<file path="src/rtl/irq_arbiter.sv">
// Interrupt arbiter: pending bits, highest-priority selection above a threshold, and a
// single offer/claim/complete handshake with the core (no nesting).
module irq_arbiter #(
    parameter int NrInputs  = 32,
    parameter int PrioWidth = 4,
    parameter int IdWidth   = $clog2(NrInputs)
) (
    input  logic                          clk_i,
    input  logic                          rst_i,
    input  logic [NrInputs-1:0]           irq_pulse_i,
    input  logic [NrInputs-1:0]           ie_i,
    input  logic [NrInputs*PrioWidth-1:0] prio_i,
    input  logic [PrioWidth-1:0]          threshold_i,
    output logic [NrInputs-1:0]           ip_o,
    output logic                          irq_valid_o,
    output logic [IdWidth-1:0]            irq_id_o,
    output logic [PrioWidth-1:0]          irq_prio_o,
    input  logic                          irq_ready_i,
    input  logic                          complete_valid_i,
    input  logic [IdWidth-1:0]            complete_id_i,
    output logic                          active_o,
    output logic [IdWidth-1:0]            active_id_o,
    output logic                          complete_err_o
);

    typedef enum logic [1:0] {
        IDLE,
        OFFER,
        ACTIVE
    } state_e;

    state_e               state_q, state_d;
    logic [NrInputs-1:0]  ip_q, ip_d;
    logic [IdWidth-1:0]   id_q, id_d;
    logic [PrioWidth-1:0] prio_q, prio_d;
    logic [IdWidth-1:0]   active_id_q, active_id_d;
    logic                 err_q, err_d;

    logic                 win_found;
    logic [IdWidth-1:0]   win_id;
    logic [PrioWidth-1:0] win_prio;
    logic                 claim;

    // Seeding the running best with the threshold makes "strictly above threshold"
    // and "strictly better than earlier lines" the same test, so ties keep the lowest index.
    always_comb begin
        win_found = 1'b0;
        win_id    = '0;
        win_prio  = threshold_i;
        for (int i = 0; i < NrInputs; i++) begin
            if (ip_q[i] && ie_i[i] && (prio_i[i*PrioWidth +: PrioWidth] > win_prio)) begin
                win_found = 1'b1;
                win_id    = IdWidth'(i);
                win_prio  = prio_i[i*PrioWidth +: PrioWidth];
            end
        end
    end

    assign claim = (state_q == OFFER) && irq_ready_i;

    // A new pulse on the claimed line in the claim cycle keeps it pending.
    always_comb begin
        ip_d = ip_q;
        if (claim) begin
            ip_d[id_q] = 1'b0;
        end
        ip_d = ip_d | irq_pulse_i;
    end

    always_comb begin
        state_d     = state_q;
        id_d        = id_q;
        prio_d      = prio_q;
        active_id_d = active_id_q;
        err_d       = complete_valid_i;
        case (state_q)
            IDLE: begin
                if (win_found) begin
                    state_d = OFFER;
                    id_d    = win_id;
                    prio_d  = win_prio;
                end
            end
            OFFER: begin
                if (irq_ready_i) begin
                    state_d     = ACTIVE;
                    active_id_d = id_q;
                end
            end
            ACTIVE: begin
                if (complete_valid_i && (complete_id_i == active_id_q)) begin
                    state_d = IDLE;
                    err_d   = 1'b0;
                end
            end
            default: state_d = IDLE;
        endcase
    end

    always_ff @(posedge clk_i) begin
        if (rst_i) begin
            state_q     <= IDLE;
            ip_q        <= '0;
            id_q        <= '0;
            prio_q      <= '0;
            active_id_q <= '0;
            err_q       <= 1'b0;
        end else begin
            state_q     <= state_d;
            ip_q        <= ip_d;
            id_q        <= id_d;
            prio_q      <= prio_d;
            active_id_q <= active_id_d;
            err_q       <= err_d;
        end
    end

    assign ip_o           = ip_q;
    assign irq_valid_o    = (state_q == OFFER);
    assign irq_id_o       = irq_valid_o ? id_q : '0;
    assign irq_prio_o     = irq_valid_o ? prio_q : '0;
    assign active_o       = (state_q == ACTIVE);
    assign active_id_o    = active_o ? active_id_q : '0;
    assign complete_err_o = err_q;

endmodule
</file>
<file path="config.mk">
export PLATFORM = sky130hd
export DESIGN_NAME = irq_arbiter
export DESIGN_NICKNAME = d
export VERILOG_FILES = /design/src/rtl/irq_arbiter.sv
export SDC_FILE = /design/constraint.sdc
export NUM_CORES = 1
export LEC_CHECK = 0
export ABC_CLOCK_PERIOD_IN_PS = 52700
export CAP_MARGIN = 20
export CORE_ASPECT_RATIO = 0.6
export CORE_UTILIZATION = 47
export DETAILED_ROUTE_END_ITERATION = 16
export MAX_ROUTING_LAYER = met4
export PLACE_DENSITY = 0.78
export SLEW_MARGIN = 20
export SYNTH_ARGS = -nofsm -noshare
export SYNTH_HDL_FRONTEND = slang
export SYNTH_SLANG_ARGS = --single-unit
</file>
<file path="constraint.sdc">
create_clock -name clk_i -period 52.7 [get_ports clk_i]
set_input_delay 7.905 -clock clk_i [delete_from_list [all_inputs] [get_ports clk_i]]
set_output_delay 7.905 -clock clk_i [all_outputs]
set_load 0.005 [all_outputs]
</file>
Word level (Yosys, flattened, before mapping). Index checks and enable logic that the tools add are counted. W data, S select, Z words.

Order comparisons: 34. Equality and inequality tests: 6. Multiplexer cells: 107. Bitwise operators: 3. Reduce and logical (&&, ||, !) cells: 71.

Operators with widths (count): $mux W5 (32); $mux W4 (33); $gt A4 B4 Y1 (32); $logic_and A1 B1 Y1 (67); $mux W1 (36); $and A32 B32 Y32 (1); $mux W32 (1); $not A32 Y32 (1); $or A32 B32 Y32 (1); $lt A5 B6 Y1 const B (1); $mux W2 (3); $pmux W2 S3 (1); $demux W1 S5 (1); $eq A5 B5 Y1 (1); $ge A5 B1 Y1 const B (1); $ne A2 B1 Y1 const B (2); $reduce_and A2 Y1 (2); $reduce_and A3 Y1 (1); $eq A2 B1 Y1 const B (1); $eq A2 B2 Y1 const B (1); $logic_not A2 Y1 (1); $ne A2 B2 Y1 const B (1).

Bits in registers: 49. Output and inout port bits: 49. Word-level logic and storage cells: 227.

Depth between registers and ports, before layout.
Word-level depth: 98. Gate-level depth with buffers: 298. Mapped depth without buffers: 290.

Worst setup path before layout. OpenSTA, ideal clock, no wires.

Kind: input -> register. Start point: in threshold_i[3]. End point: reg id_q[1]. Library setup time: 72 ps. Data arrival time: 56391 ps. Data required time: 52628 ps. Path slack: -3763 ps. Stages on the path: 254. Path buffers: 7. Cell sequence: inv_1 -> ha_1 -> nand4_1 -> nand3_1 -> a21oi_1 -> mux2_2 -> ha_1 -> inv_1 -> maj3_1 -> maj3_1 -> a21oi_1 -> nor2_1 -> mux2i_1 -> ha_1 -> nor2b_1 -> o41ai_2 -> nor2_1 -> mux2i_1 -> [... 218 more ...] -> a211o_1 -> o31ai_4 -> mux2i_1 -> ha_1 -> a21oi_1 -> a21oi_1 -> nor4bb_1 -> a311oi_4 -> nand2_4 -> nor2_1 -> a21oi_1 -> ha_1 -> o21a_1 -> o21a_1 -> o2111ai_1 -> nand4_1 -> o21ai_4 -> mux2i_1.

Word-level cells in the longest chain between the ends: 97. Elaborated cells between the ends (all ways): 158. Those cells by class: order compare: 32; mux: 93; reduce/logical: 33.

RTL lines: from (decl) (line 13) `input logic [PrioWidth-1:0] threshold_i,`; $gt A4 B4 Y1 (line 51) `if (ip_q[i] && ie_i[i] && (prio_i[i*PrioWidth +: PrioWidth] > win_prio)) begin`; $logic_and A1 B1 Y1 (line 51); $mux W4 (line 51); $gt A4 B4 Y1 (line 51); $logic_and A1 B1 Y1 (line 51); $mux W4 (line 51); $gt A4 B4 Y1 (line 51); $logic_and A1 B1 Y1 (line 51); [... 81 more ...]; $mux W4 (line 51); $gt A4 B4 Y1 (line 51); $logic_and A1 B1 Y1 (line 51); $mux W4 (line 51); $gt A4 B4 Y1 (line 51); $logic_and A1 B1 Y1 (line 51); $mux W1 (line 51); $reduce_and A2 Y1 (no line); to (signal assigned) (line 111) `id_q <= id_d;`; to (decl) (line 34) `logic [IdWidth-1:0] id_q, id_d;`.

Several ways; a longest one is shown, not always the timed one. A chain may end at the register's enable or synchronous reset.

Final worst setup path.
Start point: in threshold_i[0]. End point: reg prio_q[1].

Word-level cells in the longest chain between the ends: 97. Elaborated cells between the ends (all ways): 129. Those cells by class: order compare: 32; mux: 64; reduce/logical: 33.

RTL lines: $gt A4 B4 Y1 (line 51); $logic_and A1 B1 Y1 (line 51); $mux W4 (line 51); $gt A4 B4 Y1 (line 51); $logic_and A1 B1 Y1 (line 51); $mux W4 (line 51); $gt A4 B4 Y1 (line 51); $logic_and A1 B1 Y1 (line 51); [... 81 more ...]; $mux W4 (line 51); $gt A4 B4 Y1 (line 51); $logic_and A1 B1 Y1 (line 51); $mux W4 (line 51); $gt A4 B4 Y1 (line 51); $logic_and A1 B1 Y1 (line 51); $mux W1 (line 51); $reduce_and A2 Y1 (no line); to (signal assigned) (line 112) `prio_q <= prio_d;`; to (decl) (line 35) `logic [PrioWidth-1:0] prio_q, prio_d;`.

Several ways; a longest one is shown, not always the timed one.

==> impl_metrics.tcl <==
set metrics [dict create \
    outcome "finished with violations" \
    violations "setup timing" \
    htreeDepth 2 \
    yosysSeqAreaShare 0.0993 \
    slew_violations 0 \
    grt_max_degree 46 \
    fin_crit_ns 57.23 \
    timing.final.ws_setup_ns -4.53 \
    maxSlewHeadroom 0.390 \
    drt-initial-drc-count 2584 \
    crit_path_max_incr_delay_ns 0.54 \
    avgSynthCellArea_um2 6.97 \
    drc 0 \
    skew_ns 0.00867 \
    dieHeight_um 114 \
    criticalPathCategory "input port to register" \
    dieArea_um2 21600 \
    overflow 0 \
    crit_arrival_ns 57.47 \
    gp_congestion 1.00 \
    hold_start "prio_q[1]$_SDFFE_PP0P_" \
    worstSetupEndpointType "register" \
    ys_async_sr_fraction 0 \
    hold_class "register to register" \
    numPortBuffers 253 \
    first_pass_iters 6 \
    cts_tree "done" \
    p_leak_uw 0.00801 \
    timing.final.crit_share 1.09 \
    drv_cap 0 \
    fmax_mhz 17.5 \
    ant_nets 0 \
    yosys_register_bits 49 \
    final_cell_mix "buf_4 (466), clkdlybuf4s50_1 (244), inv_1 (128), nand2_1 (117), nor2_1 (100)" \
    clkTransAtPathRegs_ns 0.08 \
    rsz0062_at_grt "true" \
    grt_antenna_before_repair 1 \
    mostFrequentLayoutCell "buf_4" \
    layout-drive-gt1-share 0.407 \
    fillers 896 \
    p_per_area_nw_per_um2 79.3 \
    cts.sinks 49 \
    grt_pass1_vias 14600 \
    cpMaxStageDelayCell "or4_4" \
    root_buffer "clkbuf_16" \
    io_pins 254 \
    synthCells 1416 \
    grt_pass1_wl_um 74300 \
    track_usage 0.440 \
    cts_made_buffers 5 \
    final-setup-viol-count 10 \
    worstReg2RegStart "ip_o[0]$_SDFF_PP0_" \
    path_common_cell "ha_4" \
    synth_flop_cell "dfxtp_1" \
    synth_edf_count 0 \
    hold_violations 0 \
    drt_wl_total_um 57300 \
    fin_nets 2399 \
    vias 16200 \
    start_util 0.487 \
    peakVddDrop_v 0.0000845 \
    required_ns 52.94 \
    num_rows 40 \
    synth_area_um2 9870 \
    crit_path_start "threshold_i[0]" \
    yosysWarnings 0 \
    areaGrowthSynthToFinish_pct 85.4 \
    dp_hpwl_um 34300 \
    worstMarginPinSlew_ns 0.913 \
    die_w_um 189 \
    vias_per_cell 6.78 \
    whs_ns 0.494 \
    clk_path_buf_depth 2 \
    syn-num-nets 1708 \
    fin_tns_setup_ns -44.66 \
    clk_latency_ns 0.30 \
    start_kind "input port" \
    synth_cell_types 106 \
    cp_max_fo 7 \
    core_um2 20300 \
    wl_per_cell_um 24.0 \
    utilization 0.903 \
]
## final timing paths
kind                                               end  slack (ns)  cells past startpoint
worst max-delay path            prio_q[1]$_SDFFE_PP0P_       -4.53                    263
worst min-delay path            prio_q[1]$_SDFFE_PP0P_        0.49                      2
worst min register to register  prio_q[1]$_SDFFE_PP0P_        0.49                      2
worst max register to register  prio_q[1]$_SDFFE_PP0P_        3.37                    260
## cell type report
class | count | area, µm² | area share
multi-input cells | 1174 | 10200 | 0.556
repair buffers | 724 | 6070 | 0.332
flip-flops and latches | 49 | 981 | 0.0536
inverters | 153 | 589 | 0.0322
well taps | 273 | 342 | 0.0187
clock buffers | 5 | 125 | 0.00684
clock inverters | 3 | 17.5 | 0.000957
diodes | 1 | 2.50 | 0.000137
## cell families (layout without fill, tap and decap cells)
kind of cell	count (synthesis)	count (layout)	synth area share
xor+xnor	31	31	0.0290
mux	72	72	0.0798
simple gates	500	500	0.253
compound gates	477	477	0.345
other cells	0	1	0
flops	49	49	0.0993
buf+inv	193	885	0.0756
fa+ha+maj	94	94	0.117
## synth_stat cells, types with 10 or more instances
master,n,area share
inv_1,153,0.058
nand2_1,129,0.049
nor2_1,121,0.046
a21oi_1,119,0.060
o21ai_0,94,0.048
ha_1,87,0.11
nand3_1,55,0.028
dfxtp_1,49,0.099
and2_1,32,0.020
mux2i_1,32,0.032
nor3_1,32,0.016
mux2_2,31,0.035
clkbuf_1,30,0.011
a21o_1,26,0.020
and3_1,20,0.013
nand4_1,20,0.013
a211oi_1,19,0.014
o211ai_1,18,0.014
xnor2_1,18,0.016
o21a_1,17,0.013
o31ai_1,16,0.012
nor2b_1,15,0.0095
or2_2,13,0.0082
a31oi_1,12,0.0076
xor2_1,11,0.0098
nand2b_1,10,0.0063
## flip-flops by register name, summed over array words and instances, names as in the netlist
register / count
active_id_q: 5
complete_err_o: 1
id_q: 5
ip_o: 32
prio_q: 4
state_q: 2
## what timing repair did
item	in CTS	in global routing
setup endpoints to repair	10	10
gates resized for setup	146	136
hold buffers	0	0
cloned	0	0
pin swaps	132	133
buffers inserted	82	34
## worst max-delay path: cells and delay by family
kind | cells | cell delay, ns
and+or+nand+nor | 62 | 9.36
adders and majority gates | 34 | 8.71
muxes | 26 | 6.80
buffers and inverters | 38 | 4.52
AOI/OAI and AO/OA | 103 | 19.97
## layer usage
layer,vias up,wire [µm],track usage
met2,1628,24400,0.700
met3,590,7300,0.0588
met4,0,4800,0.180
met5,-,0,-
met1,7306,20800,0.564
li1,6629,-,-
## power by group
group / internal [µW] / switching (µW)
Combinational: 673 / 692
Sequential: 43.1 / 9.21
Clock: 17.5 / 16.3
## metrics by stage
step	power, µW	setup slack, ns	cells	area, µm²
2_1_floorplan	665	0.00794	1416	10700
3_3_place_gp	1040	-1.56	2258	16000
3_5_place_dp	1070	-3.20	2258	16000
4_1_cts	1230	-0.830	2348	17500
5_1_grt	1510	-5.97	2382	18300
6_report	1450	-4.53	2382	18300
Power figures use the tool's default switching activity.
